### src/rtl/filter_frame_sequencer_pkg.sv
// Shared types and defaults for the video-effects stream blocks. The filter
// frame sequencer and its mode debouncer import this package.
package vfx_stream_pkg;

    localparam int IMG_W_DEFAULT         = 320;
    localparam int IMG_H_DEFAULT         = 240;
    localparam int DATA_W_DEFAULT        = 12;
    localparam int STABLE_FRAMES_DEFAULT = 2;

    // Counter widths are fixed so downstream filters see the same
    // row/col bus whatever image size is configured.
    localparam int COL_W  = 10;
    localparam int ROW_W  = 9;
    localparam int MODE_W = 2;

    typedef enum logic [1:0] {
        IDLE   = 2'd0,
        ACTIVE = 2'd1,
        DROP   = 2'd2
    } seq_state_t;

    typedef enum logic [1:0] {
        PASS      = 2'd0,
        BLUR      = 2'd1,
        EDGE      = 2'd2,
        FACE_BLUR = 2'd3
    } filter_mode_t;

    // True when (row, col) is the final pixel position of a frame.
    function automatic logic pos_is_last(
        input logic [COL_W-1:0] col,
        input logic [ROW_W-1:0] row,
        input logic [COL_W-1:0] col_last,
        input logic [ROW_W-1:0] row_last
    );
        return (col == col_last) && (row == row_last);
    endfunction

endpackage

### src/rtl/filter_frame_sequencer_if.sv
// Stream bus between the upstream pixel source, the frame sequencer and the
// filter bank. The slave modport is the sequencer's view; the master modport
// is the view of whoever drives the source side and sinks the filtered side.
interface filter_frame_sequencer_if #(
    parameter int DATA_W = 12
);
    // Upstream side
    logic              valid_in;
    logic              ready_out;
    logic              sop_in;
    logic              eop_in;
    logic [DATA_W-1:0] data_in;
    logic [1:0]        freq_flag;

    // Downstream (filter) side
    logic              valid_out;
    logic              ready_in;
    logic              sop_out;
    logic              eop_out;
    logic [DATA_W-1:0] data_out;
    logic [9:0]        col_out;
    logic [8:0]        row_out;
    logic [1:0]        mode_out;
    logic              len_error;
    logic [15:0]       frame_count;

    modport slave (
        input  valid_in, sop_in, eop_in, data_in, freq_flag, ready_in,
        output ready_out, valid_out, sop_out, eop_out, data_out,
               col_out, row_out, mode_out, len_error, frame_count
    );

    modport master (
        output valid_in, sop_in, eop_in, data_in, freq_flag, ready_in,
        input  ready_out, valid_out, sop_out, eop_out, data_out,
               col_out, row_out, mode_out, len_error, frame_count
    );

endinterface

### src/rtl/filter_frame_sequencer_mode_debouncer.sv
// Filter-mode debouncer: the audio band flag must be seen on STABLE_FRAMES
// consecutive start-of-frame beats before the filter mode follows it. It is
// only strobed by accepted SOP beats, so the mode can never move mid-frame.
module mode_debouncer
    import vfx_stream_pkg::*;
#(
    parameter int STABLE_FRAMES = STABLE_FRAMES_DEFAULT
) (
    input  logic         clk,
    input  logic         rst_n,
    input  logic         i_sop_strobe,
    input  logic [1:0]   i_freq_flag,
    output filter_mode_t o_mode
);

    localparam int               CNT_W   = $clog2(STABLE_FRAMES + 1);
    localparam logic [CNT_W-1:0] CNT_MAX = CNT_W'(STABLE_FRAMES);

    logic [1:0]       r_candidate;
    logic [CNT_W-1:0] r_stable_cnt;
    filter_mode_t     r_mode;

    logic [1:0]       w_candidate_nx;
    logic [CNT_W-1:0] w_stable_cnt_nx;

    // Next candidate/count: saturate on a repeat, restart on a new flag value.
    always_comb begin
        w_candidate_nx  = r_candidate;
        w_stable_cnt_nx = r_stable_cnt;
        if (i_freq_flag == r_candidate) begin
            if (r_stable_cnt >= CNT_MAX) begin
                w_stable_cnt_nx = CNT_MAX;
            end else begin
                w_stable_cnt_nx = r_stable_cnt + CNT_W'(1);
            end
        end else begin
            w_candidate_nx  = i_freq_flag;
            w_stable_cnt_nx = CNT_W'(1);
        end
    end

    // Debounce state; mode updates on the same edge that loads the SOP beat.
    always_ff @(posedge clk or negedge rst_n) begin
        if (!rst_n) begin
            r_candidate  <= 2'd0;
            r_stable_cnt <= '0;
            r_mode       <= PASS;
        end else if (i_sop_strobe) begin
            r_candidate  <= w_candidate_nx;
            r_stable_cnt <= w_stable_cnt_nx;
            if (w_stable_cnt_nx == CNT_MAX) begin
                r_mode <= filter_mode_t'(w_candidate_nx);
            end else begin
                r_mode <= r_mode;
            end
        end else begin
            r_candidate  <= r_candidate;
            r_stable_cnt <= r_stable_cnt;
            r_mode       <= r_mode;
        end
    end

    assign o_mode = r_mode;

endmodule

### src/rtl/filter_frame_sequencer.sv
// Frame-level controller in front of the pixel filter bank. One registered
// stream stage that enforces fixed IMG_W x IMG_H framing, publishes the
// row/col of every emitted pixel, drops beats that arrive outside a frame,
// flags framing violations and hands the debounced filter mode downstream.
module filter_frame_sequencer
    import vfx_stream_pkg::*;
#(
    parameter int IMG_W         = IMG_W_DEFAULT,
    parameter int IMG_H         = IMG_H_DEFAULT,
    parameter int DATA_W        = DATA_W_DEFAULT,
    parameter int STABLE_FRAMES = STABLE_FRAMES_DEFAULT
) (
    input  logic                    clk,
    input  logic                    rst_n,
    filter_frame_sequencer_if.slave bus
);

    localparam logic [COL_W-1:0] COL_LAST = COL_W'(IMG_W - 1);
    localparam logic [ROW_W-1:0] ROW_LAST = ROW_W'(IMG_H - 1);

    // Registered state and outputs
    seq_state_t        r_state;
    logic              r_valid_out;
    logic              r_sop_out;
    logic              r_eop_out;
    logic [DATA_W-1:0] r_data_out;
    logic [COL_W-1:0]  r_col_out;
    logic [ROW_W-1:0]  r_row_out;
    logic              r_len_error;
    logic [15:0]       r_frame_count;

    // Handshake and beat decode
    logic              w_ready_out;
    logic              w_accept;
    logic              w_sop_strobe;
    logic [COL_W-1:0]  w_next_col;
    logic [ROW_W-1:0]  w_next_row;
    logic              w_emit;
    logic              w_emit_sop;
    logic              w_emit_eop;
    logic [COL_W-1:0]  w_emit_col;
    logic [ROW_W-1:0]  w_emit_row;
    logic              w_err;
    logic              w_frame_done;
    seq_state_t        w_state_nx;
    filter_mode_t      w_mode;

    // The stage can take a beat when empty or when its beat leaves this cycle.
    assign w_ready_out  = ~r_valid_out | bus.ready_in;
    assign w_accept     = bus.valid_in & w_ready_out;
    assign w_sop_strobe = w_accept & bus.sop_in;

    // In ACTIVE the output register always holds the previous pixel of the
    // frame, so the next position is derived from it; the last position
    // always leaves ACTIVE, so the row increment cannot overflow.
    assign w_next_col = (r_col_out == COL_LAST) ? {COL_W{1'b0}} : (r_col_out + 10'd1);
    assign w_next_row = (r_col_out == COL_LAST) ? (r_row_out + 9'd1) : r_row_out;

    // Classify the accepted beat: emit or drop, flags, position, next state.
    always_comb begin
        w_emit       = 1'b0;
        w_emit_sop   = 1'b0;
        w_emit_eop   = 1'b0;
        w_emit_col   = {COL_W{1'b0}};
        w_emit_row   = {ROW_W{1'b0}};
        w_err        = 1'b0;
        w_frame_done = 1'b0;
        w_state_nx   = r_state;
        if (w_accept) begin
            case (r_state)
                IDLE, DROP: begin
                    if (bus.sop_in) begin
                        w_emit     = 1'b1;
                        w_emit_sop = 1'b1;
                        if (bus.eop_in) begin
                            w_emit_eop = 1'b1;
                            w_err      = 1'b1;
                            w_state_nx = IDLE;
                        end else begin
                            w_state_nx = ACTIVE;
                        end
                    end else begin
                        w_state_nx = r_state;
                    end
                end
                ACTIVE: begin
                    w_emit = 1'b1;
                    if (bus.sop_in) begin
                        // Restart: the interrupted frame never gets an EOP.
                        w_emit_sop = 1'b1;
                        w_err      = 1'b1;
                        if (bus.eop_in) begin
                            w_emit_eop = 1'b1;
                            w_state_nx = IDLE;
                        end else begin
                            w_state_nx = ACTIVE;
                        end
                    end else begin
                        w_emit_col = w_next_col;
                        w_emit_row = w_next_row;
                        if (pos_is_last(w_next_col, w_next_row, COL_LAST, ROW_LAST)) begin
                            w_emit_eop   = 1'b1;
                            w_frame_done = 1'b1;
                            if (bus.eop_in) begin
                                w_state_nx = IDLE;
                            end else begin
                                w_err      = 1'b1;
                                w_state_nx = DROP;
                            end
                        end else if (bus.eop_in) begin
                            w_emit_eop = 1'b1;
                            w_err      = 1'b1;
                            w_state_nx = IDLE;
                        end else begin
                            w_state_nx = ACTIVE;
                        end
                    end
                end
                default: begin
                    w_state_nx = IDLE;
                end
            endcase
        end else begin
            w_state_nx = r_state;
        end
    end

    // Framing FSM and output register: load on accept, drain on ready, else hold.
    always_ff @(posedge clk or negedge rst_n) begin
        if (!rst_n) begin
            r_state       <= IDLE;
            r_valid_out   <= 1'b0;
            r_sop_out     <= 1'b0;
            r_eop_out     <= 1'b0;
            r_data_out    <= {DATA_W{1'b0}};
            r_col_out     <= {COL_W{1'b0}};
            r_row_out     <= {ROW_W{1'b0}};
            r_len_error   <= 1'b0;
            r_frame_count <= 16'd0;
        end else begin
            r_len_error <= w_accept & w_err;
            if (w_accept) begin
                r_state     <= w_state_nx;
                r_valid_out <= w_emit;
                if (w_emit) begin
                    r_sop_out  <= w_emit_sop;
                    r_eop_out  <= w_emit_eop;
                    r_data_out <= bus.data_in;
                    r_col_out  <= w_emit_col;
                    r_row_out  <= w_emit_row;
                end else begin
                    r_sop_out <= 1'b0;
                    r_eop_out <= 1'b0;
                end
                if (w_frame_done) begin
                    r_frame_count <= r_frame_count + 16'd1;
                end else begin
                    r_frame_count <= r_frame_count;
                end
            end else if (bus.ready_in) begin
                r_valid_out <= 1'b0;
                r_sop_out   <= 1'b0;
                r_eop_out   <= 1'b0;
            end else begin
                r_valid_out <= r_valid_out;
                r_sop_out   <= r_sop_out;
                r_eop_out   <= r_eop_out;
            end
        end
    end

    mode_debouncer #(
        .STABLE_FRAMES (STABLE_FRAMES)
    ) u_mode_debouncer (
        .clk          (clk),
        .rst_n        (rst_n),
        .i_sop_strobe (w_sop_strobe),
        .i_freq_flag  (bus.freq_flag),
        .o_mode       (w_mode)
    );

    assign bus.ready_out   = w_ready_out;
    assign bus.valid_out   = r_valid_out;
    assign bus.sop_out     = r_sop_out;
    assign bus.eop_out     = r_eop_out;
    assign bus.data_out    = r_data_out;
    assign bus.col_out     = r_col_out;
    assign bus.row_out     = r_row_out;
    assign bus.mode_out    = w_mode;
    assign bus.len_error   = r_len_error;
    assign bus.frame_count = r_frame_count;

endmodule

### src/flat_wrapper.sv
// flat-port wrapper written by rule: the top's interface ports become plain ports
module filter_frame_sequencer_flat import vfx_stream_pkg::*;
#(
    parameter int IMG_W         = IMG_W_DEFAULT,
    parameter int IMG_H         = IMG_H_DEFAULT,
    parameter int DATA_W        = DATA_W_DEFAULT,
    parameter int STABLE_FRAMES = STABLE_FRAMES_DEFAULT
)
  (clk, rst_n, bus_valid_in, bus_sop_in, bus_eop_in, bus_data_in, bus_freq_flag, bus_ready_in, bus_ready_out, bus_valid_out, bus_sop_out, bus_eop_out, bus_data_out, bus_col_out, bus_row_out, bus_mode_out, bus_len_error, bus_frame_count);
  filter_frame_sequencer_if #(.DATA_W(DATA_W)) bus_i ();
  input  logic clk;
  input  logic rst_n;
  input wire logic [$bits(bus_i.valid_in)-1:0] bus_valid_in;
  input wire logic [$bits(bus_i.sop_in)-1:0] bus_sop_in;
  input wire logic [$bits(bus_i.eop_in)-1:0] bus_eop_in;
  input wire logic [$bits(bus_i.data_in)-1:0] bus_data_in;
  input wire logic [$bits(bus_i.freq_flag)-1:0] bus_freq_flag;
  input wire logic [$bits(bus_i.ready_in)-1:0] bus_ready_in;
  output wire logic [$bits(bus_i.ready_out)-1:0] bus_ready_out;
  output wire logic [$bits(bus_i.valid_out)-1:0] bus_valid_out;
  output wire logic [$bits(bus_i.sop_out)-1:0] bus_sop_out;
  output wire logic [$bits(bus_i.eop_out)-1:0] bus_eop_out;
  output wire logic [$bits(bus_i.data_out)-1:0] bus_data_out;
  output wire logic [$bits(bus_i.col_out)-1:0] bus_col_out;
  output wire logic [$bits(bus_i.row_out)-1:0] bus_row_out;
  output wire logic [$bits(bus_i.mode_out)-1:0] bus_mode_out;
  output wire logic [$bits(bus_i.len_error)-1:0] bus_len_error;
  output wire logic [$bits(bus_i.frame_count)-1:0] bus_frame_count;
  assign bus_i.valid_in = bus_valid_in;
  assign bus_i.sop_in = bus_sop_in;
  assign bus_i.eop_in = bus_eop_in;
  assign bus_i.data_in = bus_data_in;
  assign bus_i.freq_flag = bus_freq_flag;
  assign bus_i.ready_in = bus_ready_in;
  assign bus_ready_out = bus_i.ready_out;
  assign bus_valid_out = bus_i.valid_out;
  assign bus_sop_out = bus_i.sop_out;
  assign bus_eop_out = bus_i.eop_out;
  assign bus_data_out = bus_i.data_out;
  assign bus_col_out = bus_i.col_out;
  assign bus_row_out = bus_i.row_out;
  assign bus_mode_out = bus_i.mode_out;
  assign bus_len_error = bus_i.len_error;
  assign bus_frame_count = bus_i.frame_count;
  filter_frame_sequencer #(.IMG_W(IMG_W), .IMG_H(IMG_H), .DATA_W(DATA_W), .STABLE_FRAMES(STABLE_FRAMES)) u_core (.clk(clk), .rst_n(rst_n), .bus(bus_i));
endmodule
### config.mk
export PLATFORM = sky130hd
export DESIGN_NAME = filter_frame_sequencer_flat
export DESIGN_NICKNAME = d
export VERILOG_FILES = /design/src/rtl/filter_frame_sequencer_pkg.sv /design/src/rtl/filter_frame_sequencer_if.sv /design/src/rtl/filter_frame_sequencer_mode_debouncer.sv /design/src/rtl/filter_frame_sequencer.sv /design/src/flat_wrapper.sv
export SDC_FILE = /design/constraint.sdc
export NUM_CORES = 1
export LEC_CHECK = 0
export ABC_CLOCK_PERIOD_IN_PS = 5500
export CORE_ASPECT_RATIO = 1.75
export CORE_MARGIN = 2
export CORE_UTILIZATION = 54
export DETAILED_ROUTE_END_ITERATION = 8
export PLACE_DENSITY = 0.85
export REMOVE_ABC_BUFFERS = 1
export SYNTH_ARGS = -nofsm -noshare
export SYNTH_HDL_FRONTEND = slang
export SYNTH_SLANG_ARGS = --single-unit
### constraint.sdc
create_clock -name clk -period 5.5 [get_ports clk]
set_clock_uncertainty 0.2 [all_clocks]
set_input_delay 1.1 -clock clk [delete_from_list [all_inputs] [get_ports clk]]
set_output_delay 1.1 -clock clk [all_outputs]
set_load 0.01 [all_outputs]
After elaboration in Yosys (flattened, before gate mapping)

Index checks and enable logic that the tools add are counted.

Bits in registers: 59
Input bits: 20
Output and inout port bits: 54
Logic and storage cells: 78

Add/sub/neg operators: 4
$lt $le $gt $ge: 1
Equality and inequality tests: 8
Mux-type cells: 39
Bitwise gates (word level): 5
Reductions and logical operators: 9

Operator list:

| cell                    | number |
|---|---|
| $mux W10                | 3 |
| $mux W9                 | 3 |
| $mux W1                 | 22 |
| $eq A10 B9 Y1 const B   | 2 |
| $add A16 B1 Y16 const B | 1 |
| $mux W2                 | 7 |
| $add A10 B1 Y10 const B | 1 |
| $add A9 B1 Y9 const B   | 1 |
| $eq A9 B8 Y1 const B    | 1 |
| $reduce_and A2 Y1       | 4 |
| $pmux W1 S2             | 3 |
| $eq A2 B2 Y1 const B    | 2 |
| $pmux W2 S2             | 1 |
| $and A1 B1 Y1           | 3 |
| $reduce_or A3 Y1        | 1 |
| $add A2 B1 Y2 const B   | 1 |
| $eq A2 B1 Y1 const B    | 1 |
| $eq A2 B2 Y1            | 1 |
| $ge A2 B2 Y1 const B    | 1 |
| $logic_not A2 Y1        | 1 |
| $ne A2 B2 Y1 const B    | 1 |
| $reduce_bool A2 Y1      | 1 |
| $reduce_or A2 Y1        | 1 |
| $logic_and A1 B1 Y1     | 1 |
| other kinds (2)         | 2 |

Logic depth before layout (Yosys ltp)

Depth after elaboration: 9
Depth in mapped cells: 11
Mapped depth without buffers: 9

Hierarchy

A second synthesis with hierarchy kept.

Cell total of the unflattened synthesis: 325
Area, all modules: 3,211.8 um2

By module, submodules not included:

| module                 | instances | cells each | area each (um2) | sequential area each (um2) |
|---|---|---|---|---|
| filter_frame_sequencer | 1         | 303        | 2,930.3         | 1,326.3 |
| mode_debouncer         | 1         | 22         | 281.5           | 150.1 |

Least setup slack after synthesis

OpenSTA, ideal clock, no wires.

Kind: reg-to-reg
Start point: register u_core.r_col_out[7], in the netlist u_core.bus.col_out[7]
End point: register u_core.r_state[1]
Setup time: 135 ps
Data arrival time: 2,847 ps
Data required time: 5,165 ps
Slack: 2,317 ps
Stages on the path, launching flop included: 12
Buffers on the path: 3
Clock period less this slack: 3,183 ps
Path through: dfrtp_1 buf_6 or4b_4 or3_1 buf_2 o311ai_0 buf_2 nand2_1 and2_1 ha_1 a22oi_1 o21ai_0

Cells in the longest elaborated chain, start to end: 7
Elaborated cells on any way between the ends: 10
Those cells by class: add/sub: 1; eq/ne: 3; mux: 5; reduce/logical: 1

Ends and longest elaborated chain:

| element                                          | line                                                       | source |
|---|---|---|
| from (decl)                                      | filter_frame_sequencer.sv:27                               | `logic [COL_W-1:0] r_col_out;` |
| from (signal assigned)                           | filter_frame_sequencer.sv:136                              | `r_col_out <= {COL_W{1'b0}};` |
| from (signal assigned)                           | filter_frame_sequencer.sv:149                              | `r_col_out <= w_emit_col;` |
| $add A10 B1 Y10 or $eq A10 B9 Y1 (tied branches) | filter_frame_sequencer.sv:56, filter_frame_sequencer.sv:57 |  |
| $mux W10 or $mux W9 (tied branches)              | filter_frame_sequencer.sv:56, filter_frame_sequencer.sv:57 |  |
| $eq A10 B9 Y1 or $eq A9 B8 Y1 (tied branches)    | filter_frame_sequencer_pkg.sv:36                           | `return (col == col_last) && (row == row_last);` |
| $logic_and A1 B1 Y1 (*)                          | filter_frame_sequencer_pkg.sv:36                           |  |
| $mux W2 (*)                                      | filter_frame_sequencer.sv:101                              | `if (pos_is_last(w_next_col, w_next_row, COL_LAST, ROW_LAST)) begin` |
| $mux W2 (*)                                      | filter_frame_sequencer.sv:88                               | `if (bus.sop_in) begin` |
| $pmux W2 S2 (*)                                  | filter_frame_sequencer.sv:70                               | `case (r_state)` |
| to (signal assigned)                             | filter_frame_sequencer.sv:143                              | `r_state <= w_state_nx;` |
| to (decl)                                        | filter_frame_sequencer.sv:22                               | `seq_state_t r_state;` |

Mark *: on every way between the ends. The rest lies on a longest branch, timed or not.
A chain may end at the register's enable or synchronous reset.

Final worst setup path

Start point: input bus_ready_in
End point: output bus_ready_out

Cells in the longest elaborated chain, start to end: 1

Ends and longest elaborated chain:

| element      | line                         | source |
|---|---|---|
| from (decl)  | flat_wrapper.sv:18           | `input wire logic [$bits(bus_i.ready_in)-1:0] bus_ready_in;` |
| $or A1 B1 Y1 | filter_frame_sequencer.sv:49 | `assign w_ready_out = ~r_valid_out \| bus.ready_in;` |
| to (decl)    | flat_wrapper.sv:19           | `output wire logic [$bits(bus_i.ready_out)-1:0] bus_ready_out;` |

No other way between the ends.

==> run summary <==
Nets - 416
R2R depth - 8
Bufs on Longest Clock Path - 2
share of cells above drive strength 1 - 12.4%
top-level I/O count - 74
CTS tree - built
status - completed
Port-buffer cells - 73
Tcrit/Tclk final - 67.2%
DIE AREA - 0.00666 mm2
asr flop ratio synth - 100%
crit path launch - bus_ready_in
RSZ-0062 raised after global routing - no
met2 GRT Util - 43.1%
flop2flop setup slack - 2.13 ns
Core ar. - 0.00583 mm2
reg2reg start - u_core.bus.col_out[0]
WL final - 7670 um
slew margin rel. - 23.0%
detailed-route via count - 2,805
Residual DRC - 0
Most used DFF post-synth - dfrtp_1
Synthesis Warnings - 0
met3 usage - 8.57%
Iter 0 DRT Violations - 156
clock slew at reported path FFs - 0.06 ns
dominant cells by area after synthesis - dfrtp_1 (46%), mux2_2 (5.9%), o21ai_0 (5.1%)
CP endpoint kind - primary output
Post-synth EDFFs - 0
first-pass GRT wire length - 13,000 um
Resize count post-CTS - 0
Starting Density - 55.6%
Mapped Area - 0.00324 mm2
Die Y - 107 um
GPL Wtd Cong - 0.840
Yosys top cell area share - 45.5%
required time of the critical path - 4.20 ns
highest clock rate - 0.271 GHz
Worst-Margin Slew - 1.15 ns
Worst R2R End - u_core.bus.eop_out
total grt overflow - 0
CP endpoint - bus_ready_out
CP Launch Type - input port
Setup TNS Final - 0 ns
fillers - 453
post-CTS setup buffers - 0
Critical Path Most Common Cell - clkdlybuf4s50_1
final antenna-violating net count - 0
Routed WL per cell - 16.3 um
crit-path cells - clkdlybuf4s50_1 -> nand2b_1 -> clkdlybuf4s50_1
GRT met1 Usage - 27.0%
P&R area growth vs syn - 28.9%
Cell variety after synth - 50
# setup viols final - 0
Max FO, Critical Path - 7
largest net degree at the start of global routing - 60
Critical Path AT - 2.39 ns
Min Hold Slack - 0.264 ns
H-Tree Level Count - 3
Area after DPL - 0.00402 mm2
Die X-Extent - 62.6 um
final-report max-slew violation count - 0
Buf/Inv on CP - 2
HPWL after DPL - 5440 um
Gate Count Post-Synth - 319
Final Hold Fails - 0
Cell Rows - 37
# hold bufs at CTS - 0
initial antenna violation count - 0
pwr dens - 265 mW/mm2
Seq/Total Area, Yosys - 45.5%
Worst Hold Class - reg2reg
worst ir drop on vdd - 0.239 mV
Final min period - 3.69 ns
critical path's slowest cell - clkdlybuf4s50_1
critical path depth - 3
DR pass1 iterations - 4
FF+latch count, synth - 59
worst stage delay on the critical path - 0.58 ns
Skew-Pair Late Insertion Delay - 0.35 ns
largest area contributor in the netlist - dfrtp_1
number of global-route vias before repair - 2,851
syn_area_per_cell - 10.2 um2
post-route design area - 0.00418 mm2
max-cap violations - 0
Num CTS Buffers - 9
Pleak - 1.76 nW
# diodes - 0
gr usage total - 25.1%
power consumption - 1.11 mW
Largest delay share family, worst path - buffers and inverters
Root Buffer - clkbuf_8
GR peak layer - met2
Clock Sinks - 59
vias per inst - 5.94
crit path kind - in2out
-- logic make-up (layout without fill, tap and decap cells) --
logic type | count (synthesis) | count (layout) | share of synthesized area [%]
XOR/XNOR | 20 | 20 | 5.40
AND/OR/NAND/NOR | 111 | 111 | 18.1
AO/OA/AOI/OAI | 83 | 83 | 19.3
flip-flops | 59 | 59 | 45.5
multiplexers | 18 | 18 | 6.21
adder cells (fa/ha/maj) | 6 | 6 | 2.32
buffers and inverters | 22 | 97 | 3.13
-- worst register-to-register path: cells and delay by family (launching register included) --
| kind | cells | cell delay (ns) |
|---|---|---|
| DFF | 1 | 0.48 |
| adders and majority gates | 2 | 0.52 |
| AOI/OAI and AO/OA | 3 | 1.02 |
| and+or+nand+nor | 3 | 1.07 |
-- sequential cells by signal (all words and copies together), names as in the netlist --
register and cells:
u_core.bus.eop_out 1, u_core.bus.frame_count 16, u_core.bus.valid_out 1, u_core.r_state 2, u_core.u_mode_debouncer.r_stable_cnt 2, u_core.bus.row_out 9
u_core.bus.col_out 10, u_core.u_mode_debouncer.o_mode 2, u_core.bus.len_error 1, u_core.bus.sop_out 1, u_core.bus.data_out 12, u_core.u_mode_debouncer.r_candidate 2
-- report_power, final --
part           switching (mW)  internal (mW)
sequential             0.0430          0.483
combinational           0.111          0.134
clock                   0.166          0.171
-- synthesized netlist by cell type (6+ instances only) --
cell	instances
a2111oi_2	9
a21oi_1	10
and3_1	12
clkbuf_1	8
dfrtp_1	59
ha_1	6
inv_1	6
mux2_2	17
nand2_1	29
nand3_1	15
nor2_1	17
nor3_1	6
o21ai_0	33
xnor2_1	7
xor2_1	13
-- cell usage in the layout (no fill, tap or decap), drive strengths merged, types with 4 or more instances in the layout --
cell type and count:
o21ai 33, nor2b 4, ha 6, a2111oi 11, dfrtp 59, mux2 17, nor3 6, nand3 15
nand2 29, buf 4, a21o 5, clkdlybuf4s50 72, and3 12, xnor2 7, nand4 5, clkbuf 12
a21oi 10, inv 6, o2111ai 5, and2 4, xor2 13, nor2 17
-- per-stage QoR --
| step | cells | util (%) | setup WS [ns] |
|---|---|---|---|
| 6_report | 472 | 71.7 | 1.81 |
| 5_1_grt | 472 | 71.7 | 1.75 |
| 4_1_cts | 472 | 71.7 | 1.81 |
| 3_5_place_dp | 457 | 68.9 | 1.82 |
| 3_3_place_gp | 457 | 68.9 | 1.84 |
| 2_1_floorplan | 303 | - | 0.937 |
-- metal layers --
layer	up-vias	wire, um
li1	1326	-
met1	1380	2870
met2	83	4190
met3	16	407
met4	0	202
met5	-	0
-- worst min-delay path by stage --
stage | startpoint | to | slack [ns] | cells after the start
6_report | u_core.bus.frame_count[15] | u_core.bus.frame_count[15] | 0.26 | 1
5_1_grt | u_core.bus.frame_count[15] | u_core.bus.frame_count[15] | 0.28 | 1
4_1_cts | u_core.bus.frame_count[15] | u_core.bus.frame_count[15] | 0.27 | 1
3_5_place_dp | u_core.bus.frame_count[15] | u_core.bus.frame_count[15] | 0.26 | 1
3_3_place_gp | u_core.bus.frame_count[15] | u_core.bus.frame_count[15] | 0.26 | 1
2_1_floorplan | u_core.u_mode_debouncer.r_stable_cnt[1] | u_core.u_mode_debouncer.r_stable_cnt[1] | 0.25 | 1
-- area by class of cell --
type	count	area [um2]	area share, %
Multi-Input combinational cell	238	1680	40.1
Clock buffer	12	145	3.47
Clock inverter	3	15.0	0.359
Tap cell	78	97.6	2.33
Timing Repair Buffer	76	748	17.9
Sequential cell	59	1480	35.3
Inverter	6	22.5	0.539
Power figures use the tool's default switching activity.
